==> src/rtl/risc_sequencer_if.sv <==
// Handshake bundle between the VeriRISC sequencer and its datapath/memory:
// inputs from the IR, accumulator and memory, plus the nine control strobes.
interface risc_sequencer_if #(
    parameter int OP_CODE_WIDTH = 3
);
    logic                     enable;
    logic [OP_CODE_WIDTH-1:0] opcode;
    logic                     zero;
    logic                     mem_ready;
    logic                     resume;
    logic [2:0]               phase;
    logic                     sel;
    logic                     rd;
    logic                     ld_ir;
    logic                     halt;
    logic                     inc_pc;
    logic                     ld_ac;
    logic                     ld_pc;
    logic                     wr;
    logic                     data_e;
    logic                     bus_err;

    modport master (
        input  enable, opcode, zero, mem_ready, resume,
        output phase, sel, rd, ld_ir, halt, inc_pc, ld_ac, ld_pc, wr, data_e, bus_err
    );

    modport slave (
        output enable, opcode, zero, mem_ready, resume,
        input  phase, sel, rd, ld_ir, halt, inc_pc, ld_ac, ld_pc, wr, data_e, bus_err
    );
endinterface

==> src/rtl/risc_sequencer.sv <==
// VeriRISC fetch/execute sequencer: owns the 8-phase counter, stalls on memory
// wait states, halts on HLT or bus timeout, and decodes the datapath strobes.
module risc_sequencer #(
    parameter int OP_CODE_WIDTH = 3,
    parameter int MAX_WAIT      = 15
) (
    input  logic             clk,
    input  logic             rst,
    risc_sequencer_if.master bus
);

    typedef enum logic [2:0] {
        PH_INST_ADDR  = 3'd0,
        PH_INST_FETCH = 3'd1,
        PH_INST_LOAD  = 3'd2,
        PH_IDLE       = 3'd3,
        PH_OP_ADDR    = 3'd4,
        PH_OP_FETCH   = 3'd5,
        PH_ALU_OP     = 3'd6,
        PH_STORE      = 3'd7
    } phase_e;

    typedef enum logic {
        RUN    = 1'b0,
        HALTED = 1'b1
    } run_e;

    localparam logic [2:0] OP_HLT = 3'd0;
    localparam logic [2:0] OP_SKZ = 3'd1;
    localparam logic [2:0] OP_ADD = 3'd2;
    localparam logic [2:0] OP_AND = 3'd3;
    localparam logic [2:0] OP_XOR = 3'd4;
    localparam logic [2:0] OP_LDA = 3'd5;
    localparam logic [2:0] OP_STO = 3'd6;
    localparam logic [2:0] OP_JMP = 3'd7;

    localparam logic [7:0] WAIT_LIMIT = 8'(MAX_WAIT - 1);

    phase_e     phase_q;
    run_e       run_q;
    logic [7:0] wait_q;
    logic       bus_err_q;

    logic [OP_CODE_WIDTH-1:0] op_hi_s;
    logic                     op_in_range_s;
    logic [2:0]               op_low_s;
    logic                     is_hlt_s;
    logic                     is_skz_s;
    logic                     is_sto_s;
    logic                     is_jmp_s;
    logic                     is_aluop_s;
    logic                     stall_s;

    logic sel_s;
    logic rd_s;
    logic ld_ir_s;
    logic halt_s;
    logic inc_pc_s;
    logic ld_ac_s;
    logic ld_pc_s;
    logic wr_s;
    logic data_e_s;

    // Opcodes are compared zero-extended: any set bit above bit 2 makes it a NOP.
    assign op_hi_s       = bus.opcode >> 3'd3;
    assign op_in_range_s = (op_hi_s == {OP_CODE_WIDTH{1'b0}});
    assign op_low_s      = bus.opcode[2:0];

    assign is_hlt_s   = op_in_range_s && (op_low_s == OP_HLT);
    assign is_skz_s   = op_in_range_s && (op_low_s == OP_SKZ);
    assign is_sto_s   = op_in_range_s && (op_low_s == OP_STO);
    assign is_jmp_s   = op_in_range_s && (op_low_s == OP_JMP);
    assign is_aluop_s = op_in_range_s && ((op_low_s == OP_ADD) || (op_low_s == OP_AND) ||
                                          (op_low_s == OP_XOR) || (op_low_s == OP_LDA));

    assign stall_s = (run_q == RUN) && !bus.mem_ready &&
                     ((phase_q == PH_INST_FETCH) || ((phase_q == PH_OP_FETCH) && is_aluop_s));

    // Phase, run state, wait-state watchdog and sticky bus error.
    always_ff @(posedge clk) begin
        if (rst) begin
            phase_q   <= PH_INST_ADDR;
            run_q     <= RUN;
            wait_q    <= 8'd0;
            bus_err_q <= 1'b0;
        end else if (bus.enable) begin
            case (run_q)
                RUN: begin
                    if (stall_s) begin
                        // Timeout freezes the phase so the failing access is visible.
                        if (wait_q == WAIT_LIMIT) begin
                            bus_err_q <= 1'b1;
                            run_q     <= HALTED;
                        end else begin
                            wait_q <= wait_q + 8'd1;
                        end
                    end else begin
                        wait_q <= 8'd0;
                        if ((phase_q == PH_OP_ADDR) && is_hlt_s) begin
                            run_q <= HALTED;
                        end else begin
                            phase_q <= phase_e'(phase_q + 3'd1);
                        end
                    end
                end
                HALTED: begin
                    wait_q <= 8'd0;
                    if (bus.resume && !bus_err_q) begin
                        run_q   <= RUN;
                        phase_q <= PH_OP_FETCH;
                    end
                end
                default: begin
                    run_q <= HALTED;
                end
            endcase
        end
    end

    // Strobe decode from the held phase/run state and the live opcode and zero flag.
    always_comb begin
        sel_s    = 1'b0;
        rd_s     = 1'b0;
        ld_ir_s  = 1'b0;
        halt_s   = 1'b0;
        inc_pc_s = 1'b0;
        ld_ac_s  = 1'b0;
        ld_pc_s  = 1'b0;
        wr_s     = 1'b0;
        data_e_s = 1'b0;
        if (run_q == HALTED) begin
            halt_s = 1'b1;
        end else begin
            case (phase_q)
                PH_INST_ADDR: begin
                    sel_s = 1'b1;
                end
                PH_INST_FETCH: begin
                    sel_s = 1'b1;
                    rd_s  = 1'b1;
                end
                PH_INST_LOAD, PH_IDLE: begin
                    sel_s   = 1'b1;
                    rd_s    = 1'b1;
                    ld_ir_s = 1'b1;
                end
                PH_OP_ADDR: begin
                    inc_pc_s = 1'b1;
                    halt_s   = is_hlt_s;
                end
                PH_OP_FETCH: begin
                    rd_s = is_aluop_s;
                end
                PH_ALU_OP: begin
                    rd_s     = is_aluop_s;
                    inc_pc_s = is_skz_s && bus.zero;
                    ld_pc_s  = is_jmp_s;
                    data_e_s = is_sto_s;
                end
                PH_STORE: begin
                    rd_s     = is_aluop_s;
                    ld_ac_s  = is_aluop_s;
                    ld_pc_s  = is_jmp_s;
                    wr_s     = is_sto_s;
                    data_e_s = is_sto_s;
                end
                default: begin
                    sel_s = 1'b0;
                end
            endcase
        end
    end

    assign bus.phase   = phase_q;
    assign bus.sel     = sel_s;
    assign bus.rd      = rd_s;
    assign bus.ld_ir   = ld_ir_s;
    assign bus.halt    = halt_s;
    assign bus.inc_pc  = inc_pc_s;
    assign bus.ld_ac   = ld_ac_s;
    assign bus.ld_pc   = ld_pc_s;
    assign bus.wr      = wr_s;
    assign bus.data_e  = data_e_s;
    assign bus.bus_err = bus_err_q;

endmodule

==> src/flat_wrapper.sv <==
// flat-port wrapper written by rule: the top's interface ports become plain ports
module risc_sequencer_flat 
#(
    parameter int OP_CODE_WIDTH = 3,
    parameter int MAX_WAIT      = 15
)
  (clk, rst, bus_enable, bus_opcode, bus_zero, bus_mem_ready, bus_resume, bus_phase, bus_sel, bus_rd, bus_ld_ir, bus_halt, bus_inc_pc, bus_ld_ac, bus_ld_pc, bus_wr, bus_data_e, bus_bus_err);
  risc_sequencer_if #(.OP_CODE_WIDTH(OP_CODE_WIDTH)) bus_i ();
  input  logic clk;
  input  logic rst;
  input wire logic [$bits(bus_i.enable)-1:0] bus_enable;
  input wire logic [$bits(bus_i.opcode)-1:0] bus_opcode;
  input wire logic [$bits(bus_i.zero)-1:0] bus_zero;
  input wire logic [$bits(bus_i.mem_ready)-1:0] bus_mem_ready;
  input wire logic [$bits(bus_i.resume)-1:0] bus_resume;
  output wire logic [$bits(bus_i.phase)-1:0] bus_phase;
  output wire logic [$bits(bus_i.sel)-1:0] bus_sel;
  output wire logic [$bits(bus_i.rd)-1:0] bus_rd;
  output wire logic [$bits(bus_i.ld_ir)-1:0] bus_ld_ir;
  output wire logic [$bits(bus_i.halt)-1:0] bus_halt;
  output wire logic [$bits(bus_i.inc_pc)-1:0] bus_inc_pc;
  output wire logic [$bits(bus_i.ld_ac)-1:0] bus_ld_ac;
  output wire logic [$bits(bus_i.ld_pc)-1:0] bus_ld_pc;
  output wire logic [$bits(bus_i.wr)-1:0] bus_wr;
  output wire logic [$bits(bus_i.data_e)-1:0] bus_data_e;
  output wire logic [$bits(bus_i.bus_err)-1:0] bus_bus_err;
  assign bus_i.enable = bus_enable;
  assign bus_i.opcode = bus_opcode;
  assign bus_i.zero = bus_zero;
  assign bus_i.mem_ready = bus_mem_ready;
  assign bus_i.resume = bus_resume;
  assign bus_phase = bus_i.phase;
  assign bus_sel = bus_i.sel;
  assign bus_rd = bus_i.rd;
  assign bus_ld_ir = bus_i.ld_ir;
  assign bus_halt = bus_i.halt;
  assign bus_inc_pc = bus_i.inc_pc;
  assign bus_ld_ac = bus_i.ld_ac;
  assign bus_ld_pc = bus_i.ld_pc;
  assign bus_wr = bus_i.wr;
  assign bus_data_e = bus_i.data_e;
  assign bus_bus_err = bus_i.bus_err;
  risc_sequencer #(.OP_CODE_WIDTH(OP_CODE_WIDTH), .MAX_WAIT(MAX_WAIT)) u_core (.clk(clk), .rst(rst), .bus(bus_i));
endmodule
==> config.mk <==
export PLATFORM = sky130hd
export DESIGN_NAME = risc_sequencer_flat
export DESIGN_NICKNAME = d
export VERILOG_FILES = /design/src/rtl/risc_sequencer_if.sv /design/src/rtl/risc_sequencer.sv /design/src/flat_wrapper.sv
export SDC_FILE = /design/constraint.sdc
export NUM_CORES = 1
export LEC_CHECK = 0
export ABC_AREA = 1
export CAP_MARGIN = 20
export CORE_MARGIN = 3
export CORE_UTILIZATION = 54
export CTS_CLUSTER_DIAMETER = 150
export DETAILED_ROUTE_END_ITERATION = 16
export HOLD_SLACK_MARGIN = 0.03
export PLACE_DENSITY = 0.89
export SYNTH_ARGS = -nofsm -noshare
export SYNTH_HDL_FRONTEND = slang
export SYNTH_SLANG_ARGS = --single-unit
==> constraint.sdc <==
create_clock -name clk -period 3.1 [get_ports clk]
set_clock_uncertainty 0.15 [all_clocks]
set_input_delay 0.93 -clock clk [delete_from_list [all_inputs] [get_ports clk]]
set_output_delay 0.93 -clock clk [all_outputs]
set_load 0.02 [all_outputs]
Word-level counts from Yosys, hierarchy flattened
Index checks and enable logic that the tools add are counted.

operators by class
  $add $sub $neg = 2
  equality and inequality tests = 19
  mux-type cells = 30
  bitwise logic cells = 1
  reductions and logical operators = 22

operators by type and width
  cell                                                 number
  equality test 3 bit, second input constant           8
  2-to-1 mux 1 bit                                     20
  2-to-1 mux 8 bit                                     2
  one-hot mux 8 bit (2 select lines)                   1
  equality test 3 x 2 -> 1 bit, second input constant  4
  2-to-1 mux 3 bit                                     3
  adder 8 x 1 -> 8 bit, second input constant          1
  equality test 8 x 4 -> 1 bit, second input constant  1
  AND reduction 4 bit                                  2
  equality test 3 x 1 -> 1 bit, second input constant  2
  logical AND 1 bit                                    6
  zero test 3 bit                                      2
  inequality test 2 bit, second input constant         3
  one-hot mux 1 bit (2 select lines)                   3
  one-hot mux 3 bit (2 select lines)                   1
  OR reduction 3 bit                                   2
  logical OR 1 bit                                     4
  OR reduction 2 bit                                   2
  OR reduction 4 bit                                   1
  adder 3 x 1 -> 3 bit, second input constant          1
  inequality test 3 bit, second input constant         1
  zero test 1 bit                                      2
  AND reduction 2 bit                                  1
  inverter 1 bit                                       1

word-level totals
  flip-flop bits (word level) = 13
  bits of input ports = 9
  output and inout bits = 13
  logic and storage cells = 78

Depth between registers and ports, before layout
Gate-level depths: netlist of the first run.

  depth in word-level cells = 9
  depth in mapped cells = 11

Worst setup path before layout of the first run
OpenSTA, ideal clock, no wires.

  path type = input -> output
  from = input bus_opcode[1]
  to = output bus_rd
  arrival time = 1734 ps
  required time = 2020 ps
  setup slack = 286 ps
  stages = 6
  buffers on the path = 0
  path through = inv_1 nand2_2 nand2_1 a21oi_1 nor3_1 nor3_1

on the way
  longest elaborated chain between the ends = 6
  elaborated cells between the ends (all ways) = 9

RTL lines
  what                                    RTL line               RTL
  start, declared                         flat_wrapper.sv:12     input wire logic [$bits(bus_i.opcode)-1:0] bus_opcode;
  equality test 3 x 2 -> 1 bit            risc_sequencer.sv:73   assign is_aluop_s = op_in_range_s && ((op_low_s == OP_ADD) || (op_low_s == OP_AND) ||
  logical OR 1 bit (2 in a row)           risc_sequencer.sv:73
  logical OR 1 bit (*)                    risc_sequencer.sv:74   (op_low_s == OP_XOR) || (op_low_s == OP_LDA));
  one-hot mux 1 bit (2 select lines) (*)  risc_sequencer.sv:134  case (phase_q)
  2-to-1 mux 1 bit (*)                    risc_sequencer.sv:131  if (run_q == HALTED) begin
  end, declared                           flat_wrapper.sv:18     output wire logic [$bits(bus_i.rd)-1:0] bus_rd;

Every way passes the cells marked *; elsewhere a longest branch is shown, timed or not.

Worst setup path in the final report of the first run
  from = input bus_opcode[2]
  to = output bus_inc_pc

on the way
  longest elaborated chain between the ends = 4

RTL lines
  what                                RTL line               RTL
  equality test 3 x 1 -> 1 bit        risc_sequencer.sv:70   assign is_skz_s = op_in_range_s && (op_low_s == OP_SKZ);
  logical AND 1 bit                   risc_sequencer.sv:156  inc_pc_s = is_skz_s && bus.zero;
  one-hot mux 1 bit (2 select lines)  risc_sequencer.sv:134
  2-to-1 mux 1 bit                    risc_sequencer.sv:131
  end, declared                       flat_wrapper.sv:21     output wire logic [$bits(bus_i.inc_pc)-1:0] bus_inc_pc;

Every way passes these cells.

==> flow_summary.yaml, run 1 <==
power_and_ir_drop:
  power.leakage_uw: 0.000608
  p_per_area_nw_per_um2: 301
  worst_ir_drop_vdd_v: 0.000244
sta:
  fin_crit_sh_pct: 97.4
  setup_violations: 0
  fin_ws_ns: 0.0818
  tightestPinTransition_ns: 0.566
  relSlewSlack_pct: 62.2
  hold_viol_final: 0
  drv_slew: 0
  whs_ns: 0.341
  fmax_mhz: 331
  fin_setup_tns_ns: 0
  rsz0062_at_grt: "false"
  min_period_ns: 3.02
worst_setup_path:
  reg2reg_slack_ns: 1.26
  crit_start: "bus_opcode[2]"
  crit_path_max_fanout: 3
  required_ns: 2.02
  reg2reg_from: "u_core.bus.phase[1]"
  cp-start-kind: "input pin"
  r2r-end: "u_core.wait_q[0]"
  rr_worst_depth: 11
  crit_arrival_ns: 1.94
  critPathCaptureType: "primary output"
  critPathCapture: "bus_inc_pc"
  path_class: "input pin to primary output"
die:
  die_y_um: 50.3
  dieArea_um2: 2530
  initial_core_util_pct: 59.4
  rows: 15
  ioPinCount: 22
  die_w_um: 50.3
  core_area_um2: 1780
grt:
  grt_first_pass_wirelength_um: 4600
  first_global_vias: 1052
  grt_max_degree: 16
  grt_overflow: 0
  antenna_found_initial: 0
  grtUsageTotal_pct: 23.7
final_layout:
  final_common_cell: "nand2_1"
  areaGrowthSynthToFinish_pct: 29.5
  nets: 210
  drive_above_1_share_pct: 19.9
  most-common-layout-cells: "34 x nand2_1, 28 x nor2_1, 20 x inv_1"
  antenna_cells: 0
clocking:
  clk_pin_slew_ns: 0.07
  tritoncts: "built"
  htree_levels: 1
  clock_latency_ns: 0.28
  cts_buffer_depth: 2
  post_cts_buffers: 0
  root_buffer: "clkbuf_4"
  holdBufCountCts: 0
  cts_buffers: 3
  cts.sinks: 13
logic_synthesis:
  ys_seq_elements: 13
  ys.warnings.count: 0
  synth-edff-count: 0
  synth_cells: 163
  synth_cell_types: 28
  netlist_area_um2: 1060
  syn_area_per_cell_um2: 6.50
  synth-seq-area-share_pct: 24.6
  synth_nets: 181
  synthFlopType: "dfxtp_1"
  synthArstFlopShare_pct: 0
placed_design:
  place_congestion: 0.865
  place.port_buffers: 21
  post-place-ws_ns: -0.557
  dp_hpwl_um: 2030
routing:
  vias_per_cell: 5.15
  drc: 0
  dr.pass1.iters: 4
  totalWireLength_um: 2620
  wire_per_inst_um: 12.1
  vias: 1112
  drt_iter0_drc: 40
  drtAntennaViolNets: 0
status:
  status: "completed"
hold_path:
  hold_path_class: "flop to flop"
  hold_depth: 2
flow_run:
  maxCapViolations: 0
==> cell families after synthesis <==
family,after synthesis,synth area share [%]
fa+ha+maj,9,10.6
buf+inv,25,9.09
xor+xnor,3,2.48
compound gates,19,11.5
flops,13,24.6
simple gates,94,41.8
==> flip-flops by register name, summed over array words and instances, names as in the netlist <==
signal	flops
u_core.wait_q	8
u_core.bus.phase	3
u_core.bus.bus_err	1
u_core.run_q	1
==> worst max-delay path, cell delays in order <==
cell,delay (ns)
dlygate4sd2_1,0.25
inv_1,0.08
nand2_2,0.08
buf_4,0.15
nor2_4,0.08
nand3_2,0.08
a21oi_2,0.13
buf_4,0.16
==> metrics by stage <==
step                      area [µm²]  utilization [%]  cells  power, µW
after floorplan                 1060                -    163        259
after global placement          1330             74.7    212        310
after detailed placement        1330             74.7    212        315
after CTS                       1350             75.8    216        417
after global routing            1370             77.0    216        439
final                           1370             77.0    216        414
==> synth_stat cells, drive strengths merged, types with 2 or more instances <==
library cell	number	share of area, %
ha	9	11
dfxtp	13	25
buf	3	1.3
xnor2	2	1.7
clkinv	2	0.71
a31oi	2	1.2
nand3	14	8.7
nor3	6	3.3
nor2	31	12
nand2	40	16
a21oi	10	6.5
inv	20	7.1
o21ai	5	2.4
==> metal layers <==
metal / global-route usage (%) / part of all wire (%) / vias up / routed length [µm]
li1: - / - / 573 / -
met1: 29.0 / 42 / 487 / 1110
met2: 40.0 / 48 / 44 / 1270
met3: 6.23 / 7.5 / 8 / 196
met4: 7.62 / 1.6 / 0 / 41
met5: 0 / 0 / - / 0
==> how the worst min path moves through the flow <==
stage	startpoint	endpoint	slack (ns)
after floorplan	u_core.wait_q[7]	u_core.wait_q[7]	0.33
after global placement	u_core.bus.bus_err	u_core.bus.bus_err	0.31
after detailed placement	u_core.bus.bus_err	u_core.bus.bus_err	0.33
after CTS	u_core.bus.bus_err	u_core.bus.bus_err	0.34
after global routing	u_core.bus.bus_err	u_core.bus.bus_err	0.37
final	u_core.bus.bus_err	u_core.bus.bus_err	0.34
==> layout make-up <==
cell class / instances / area, µm²
clock buffer: 3 / 22.5
clock inverter: 1 / 5.00
fill: 143 / 410
inverter: 22 / 82.6
multi-input combinational: 125 / 728
sequential: 13 / 260
tap: 25 / 31.3
timing repair buffer: 27 / 243
==> power breakdown <==
group	switching (µW)	leakage, µW	internal (µW)
Sequential	7.51	0.000106	173
Clock	56.0	0.0000177	47.9
Combinational	74.8	0.000484	55.0
==> timing repair <==
action / 4_1_cts / 5_1_grt
endpoints found under the hold margin: 0 / 0
endpoints found under the setup margin: 7 / 4
pin swaps: 2 / 3
gates resized for setup: 33 / 6
No activity file was read; power rests on OpenSTA's default activity.
==> run 2: changes to the inputs <==
- CORE_UTILIZATION: 54 -> 43
- GPL_ROUTABILITY_DRIVEN: default -> 0
- PLACE_DENSITY: 0.89 -> 0.74
==> flow_summary.yaml, run 2 (synthesis gave the netlist of run 1 again) <==
final_layout:
  final_cells: 220
  fin_util_pct: 60.4
  stdcell_area_um2: 1380
  regMostFlops: "u_core.wait_q"
  most-common-layout-cells: "35 x nand2_1, 29 x nor2_1, 20 x inv_1"
  drive_above_1_share_pct: 19.3
  largest_reg_flops: 8
  areaGrowthSynthToFinish_pct: 29.8
  antenna_cells: 0
  final_common_cell: "nand2_1"
  nets: 211
  fillers: 218
worst_setup_path:
  required_ns: 2.02
  worst-path-buf-inv: 4
  slowest_delay_ns: 0.24
  cp_slowest_cell: "dlygate4sd2_1"
  cp-start-kind: "input pin"
  critPathTopFamily: "buffers and inverters"
  reg2reg_slack_ns: 1.26
  crit_path_max_fanout: 3
  path_class: "input pin to primary output"
  crit_chain: "dlygate4sd2_1 > inv_1 > nand2_2 > buf_4 > nor2_1 > nand3_1 > a21oi_1 > buf_2"
  critPathCaptureType: "primary output"
  crit_arrival_ns: 1.88
sta:
  hold_viol_final: 0
  fmax_mhz: 337
  min_period_ns: 2.96
  relSlewSlack_pct: 63.4
  rsz0062_at_grt: "false"
  fin_ws_ns: 0.137
  drv_slew: 0
  tightestPinTransition_ns: 0.549
  setup_violations: 0
  fin_crit_sh_pct: 95.6
routing:
  wire_per_inst_um: 11.2
  dr.pass1.iters: 5
  totalWireLength_um: 2460
  vias: 1121
  drc: 0
  vias_per_cell: 5.10
  drtAntennaViolNets: 0
  drt_iter0_drc: 30
clocking:
  clock_latency_ns: 0.27
  htree_levels: 1
  clk_pin_slew_ns: 0.07
  tritoncts: "built"
  post_cts_buffers: 0
  cts_buffers: 3
  cts_buffer_depth: 2
  root_buffer: "clkbuf_4"
  cts.sinks: 13
power_and_ir_drop:
  worst_ir_drop_vdd_v: 0.000301
  power.leakage_uw: 0.000623
  power_uw: 411
  p_per_area_nw_per_um2: 299
placed_design:
  post-place-ws_ns: -0.519
  dp_cells: 216
  dp_hpwl_um: 1960
  postPlaceCellArea_um2: 1340
  place.port_buffers: 21
die:
  initial_core_util_pct: 46.6
  dieArea_um2: 3100
  die_y_um: 55.6
  ioPinCount: 22
  die_w_um: 55.6
  core_area_um2: 2280
  rows: 17
grt:
  antenna_found_initial: 0
  grtUsageTotal_pct: 16.8
  grt_first_pass_wirelength_um: 4350
  grt_max_degree: 16
  grt_overflow: 0
  first_global_vias: 1051
status:
  status: "completed"
flow_run:
  maxCapViolations: 0
hold_path:
  hold_path_class: "flop to flop"
## run 2: changes by cell type in the layout (fill, tap and decap cells not counted), sizes merged
cell | previous run | this run
buf | 10 | 13
clkbuf | 3 | 4
clkdlybuf4s15 | 2 | 1
clkinv | 3 | 2
dlygate4sd2 | 4 | 2
dlymetal6s2s | 2 | 3
## run 2: cell type report
| type | instances | area, µm² | area share [%] |
|---|---|---|---|
| Tap cell | 28 | 35.0 | 2.55 |
| Clock buffer | 4 | 26.3 | 1.91 |
| Inverter | 22 | 82.6 | 6.01 |
| Sequential cell | 13 | 260 | 18.9 |
| Timing Repair Buffer | 28 | 251 | 18.3 |
| Multi-Input combinational cell | 125 | 719 | 52.3 |
## run 2: final timing paths
check | start | cells past startpoint | to
worst max-delay path | bus_opcode[1] | 8 | bus_inc_pc
worst min-delay path | u_core.bus.bus_err | 2 | u_core.bus.bus_err
worst max register to register | u_core.bus.phase[1] | 11 | u_core.wait_q[0]
worst min register to register | u_core.bus.bus_err | 2 | u_core.bus.bus_err
## run 2: timing repair
item,CTS,global route
resized for setup,38,5
endpoints found under the setup margin,7,5
hold buffers,0,0
pin swaps,1,0
## run 2: worst min-delay path, stage by stage, from the launching register on
cell and delay, ns:
dfxtp_1 0.31, inv_1 0.06, a21oi_1 0.06
## run 2: per-layer routing
| layer | up-vias | track usage [%] | share of wire, % |
|---|---|---|---|
| met4 | 0 | 3.13 | 0.77 |
| met1 | 516 | 20.5 | 44 |
| met3 | 4 | 4.87 | 5.9 |
| li1 | 575 | - | - |
| met5 | - | 0 | 0 |
| met2 | 26 | 29.2 | 49 |
## run 2: through the flow
| stage | setup TNS, ns | hold WS (ns) |
|---|---|---|
| after global routing | 0 | 0.369 |
| final | 0 | 0.325 |
| after CTS | 0 | 0.325 |
| after global placement | -3.08 | 0.310 |
| after floorplan | 0 | 0.332 |
| after detailed placement | -3.22 | 0.314 |
## run 2: report_power, final
group          total, µW  switching, µW  internal (µW)
Sequential           180           7.47            173
Combinational        129           72.3           56.3
Clock                102           52.0           49.9
==> run 3: changes to the inputs <==
==> constraint.sdc (replaced) <==
create_clock -name clk -period 3.1 [get_ports clk]
set_clock_uncertainty 0.15 [all_clocks]
set_input_delay 0.62 -clock clk [delete_from_list [all_inputs] [get_ports clk]]
set_output_delay 0.62 -clock clk [all_outputs]
set_load 0.02 [all_outputs]
==> flow_summary.yaml, run 3 (synthesis gave the netlist of run 1 again) <==
routing:
  dr.pass1.iters: 4
  vias_per_cell: 4.77
  vias: 1025
  drtAntennaViolNets: 0
  drt_iter0_drc: 17
  wire_per_inst_um: 10.7
  drc: 0
  totalWireLength_um: 2300
die:
  rows: 17
  die_y_um: 55.6
  die_w_um: 55.6
  dieArea_um2: 3100
  core_area_um2: 2280
  initial_core_util_pct: 46.6
  ioPinCount: 22
grt:
  antenna_found_initial: 0
  first_global_vias: 938
  grt_overflow: 0
  grtUsageTotal_pct: 16.2
  grt_max_degree: 16
  grt_first_pass_wirelength_um: 4060
flow_run:
  maxCapViolations: 0
clocking:
  cts.sinks: 13
  cts_buffer_depth: 2
  root_buffer: "clkbuf_4"
  htree_levels: 1
  cts_buffers: 3
  tritoncts: "built"
  clk_pin_slew_ns: 0.09
  clock_latency_ns: 0.29
placed_design:
  postPlaceCellArea_um2: 1310
  dp_cells: 211
  place.port_buffers: 21
  dp_hpwl_um: 1770
sta:
  hold_viol_final: 0
  relSlewSlack_pct: 63.1
  rsz0062_at_grt: "false"
  fin_setup_tns_ns: 0
  min_period_ns: 2.92
  fin_crit_sh_pct: 94.2
  fmax_mhz: 342
  tightestPinTransition_ns: 0.553
  setup_violations: 0
  drv_slew: 0
worst_setup_path:
  crit_arrival_ns: 2.15
  required_ns: 2.33
  critPathCaptureType: "primary output"
  reg2reg_slack_ns: 1.21
  path_class: "input pin to primary output"
  reg2reg_from: "u_core.bus.phase[1]"
  critPathCapture: "bus_inc_pc"
  crit_path_max_fanout: 4
  r2r-end: "u_core.wait_q[1]"
  cp-start-kind: "input pin"
  crit_start: "bus_opcode[0]"
  rr_worst_depth: 11
power_and_ir_drop:
  clkPwrFrac_pct: 26.2
  power.leakage_uw: 0.000562
  power_frac_comb_pct: 30.4
  switching_share_pct: 32.9
  power.switching_uw: 136
  intPower_uw: 278
  p_per_area_nw_per_um2: 311
  seqPwrFrac_pct: 43.3
  worst_ir_drop_vdd_v: 0.000222
hold_path:
  hold_depth: 2
  hold_path_class: "flop to flop"
final_layout:
  regMostFlops: "u_core.wait_q"
  fillers: 214
  final_cells: 215
  nets: 206
  largest_reg_flops: 8
  final_common_cell: "nand2_1"
  antenna_cells: 0
  fin_util_pct: 58.7
  most-common-layout-cells: "36 x nand2_1, 29 x nor2_1, 20 x inv_1, 20 x clkdlybuf4s50_1, 13 x dfxtp_1"
  areaGrowthSynthToFinish_pct: 26.0
  drive_above_1_share_pct: 11.2
  stdcell_area_um2: 1340
status:
  status: "completed"
run 3: cell count changes in the layout (fill, tap and decap cells not counted), moves of 2 or more:
cell	before	now
buf_2	4	0
buf_4	7	2
buf_6	2	0
clkdlybuf4s50_1	9	20
dlygate4sd2_1	2	0
dlymetal6s2s_1	3	1
nor3_1	3	5
nor3_2	3	1
run 3: power groups by stage:
stage | Combinational [µW] | Clock (µW) | Sequential [µW]
5_1_grt | 141 | 119 | 181
3_5_place_dp | 127 | 0 | 184
3_3_place_gp | 125 | 0 | 183
6_report | 126 | 109 | 180
2_1_floorplan | 71.5 | 0 | 187
4_1_cts | 127 | 113 | 180
run 3: cell type report:
type	count	area, µm²	share of cell area (%)
timing repair buffer	23	228	17.1
multi-input combinational	125	703	52.7
clock buffer	4	26.3	1.97
inverter	22	82.6	6.19
sequential	13	260	19.5
tap	28	35.0	2.62
run 3: what timing repair did:
item,in CTS,in global routing
setup endpoints to repair,0,1
hold buffers,0,0
gates resized for setup,0,1
setup buffers,0,0
run 3: how the worst min path moves through the flow:
stage	endpoint	from
finish	u_core.bus.bus_err	u_core.bus.bus_err
global route	u_core.bus.bus_err	u_core.bus.bus_err
CTS	u_core.bus.bus_err	u_core.bus.bus_err
detailed placement	u_core.bus.bus_err	u_core.bus.bus_err
global placement	u_core.bus.bus_err	u_core.bus.bus_err
floorplan	u_core.wait_q[7]	u_core.wait_q[7]
run 3: routing by layer:
layer	wire (µm)	global-route usage [%]	vias up
met5	0	0	-
met4	34	7.29	0
met3	117	5.10	4
met2	1060	26.0	16
met1	1090	19.8	438
li1	-	-	567
run 3: critical path, stage by stage:
cell	delay, ns
clkdlybuf4s50_1	0.54
inv_1	0.08
nor2_1	0.10
nand3_1	0.07
a21oi_1	0.12
clkdlybuf4s50_1	0.62
run 3: per-stage QoR:
step	total power (µW)	setup slack, ns	hold WS, ns
6_report	415	0.179	0.335
5_1_grt	441	0.0576	0.393
4_1_cts	420	0.0333	0.341
3_5_place_dp	311	0.0385	0.328
3_3_place_gp	308	0.0754	0.310
2_1_floorplan	259	0.763	0.332
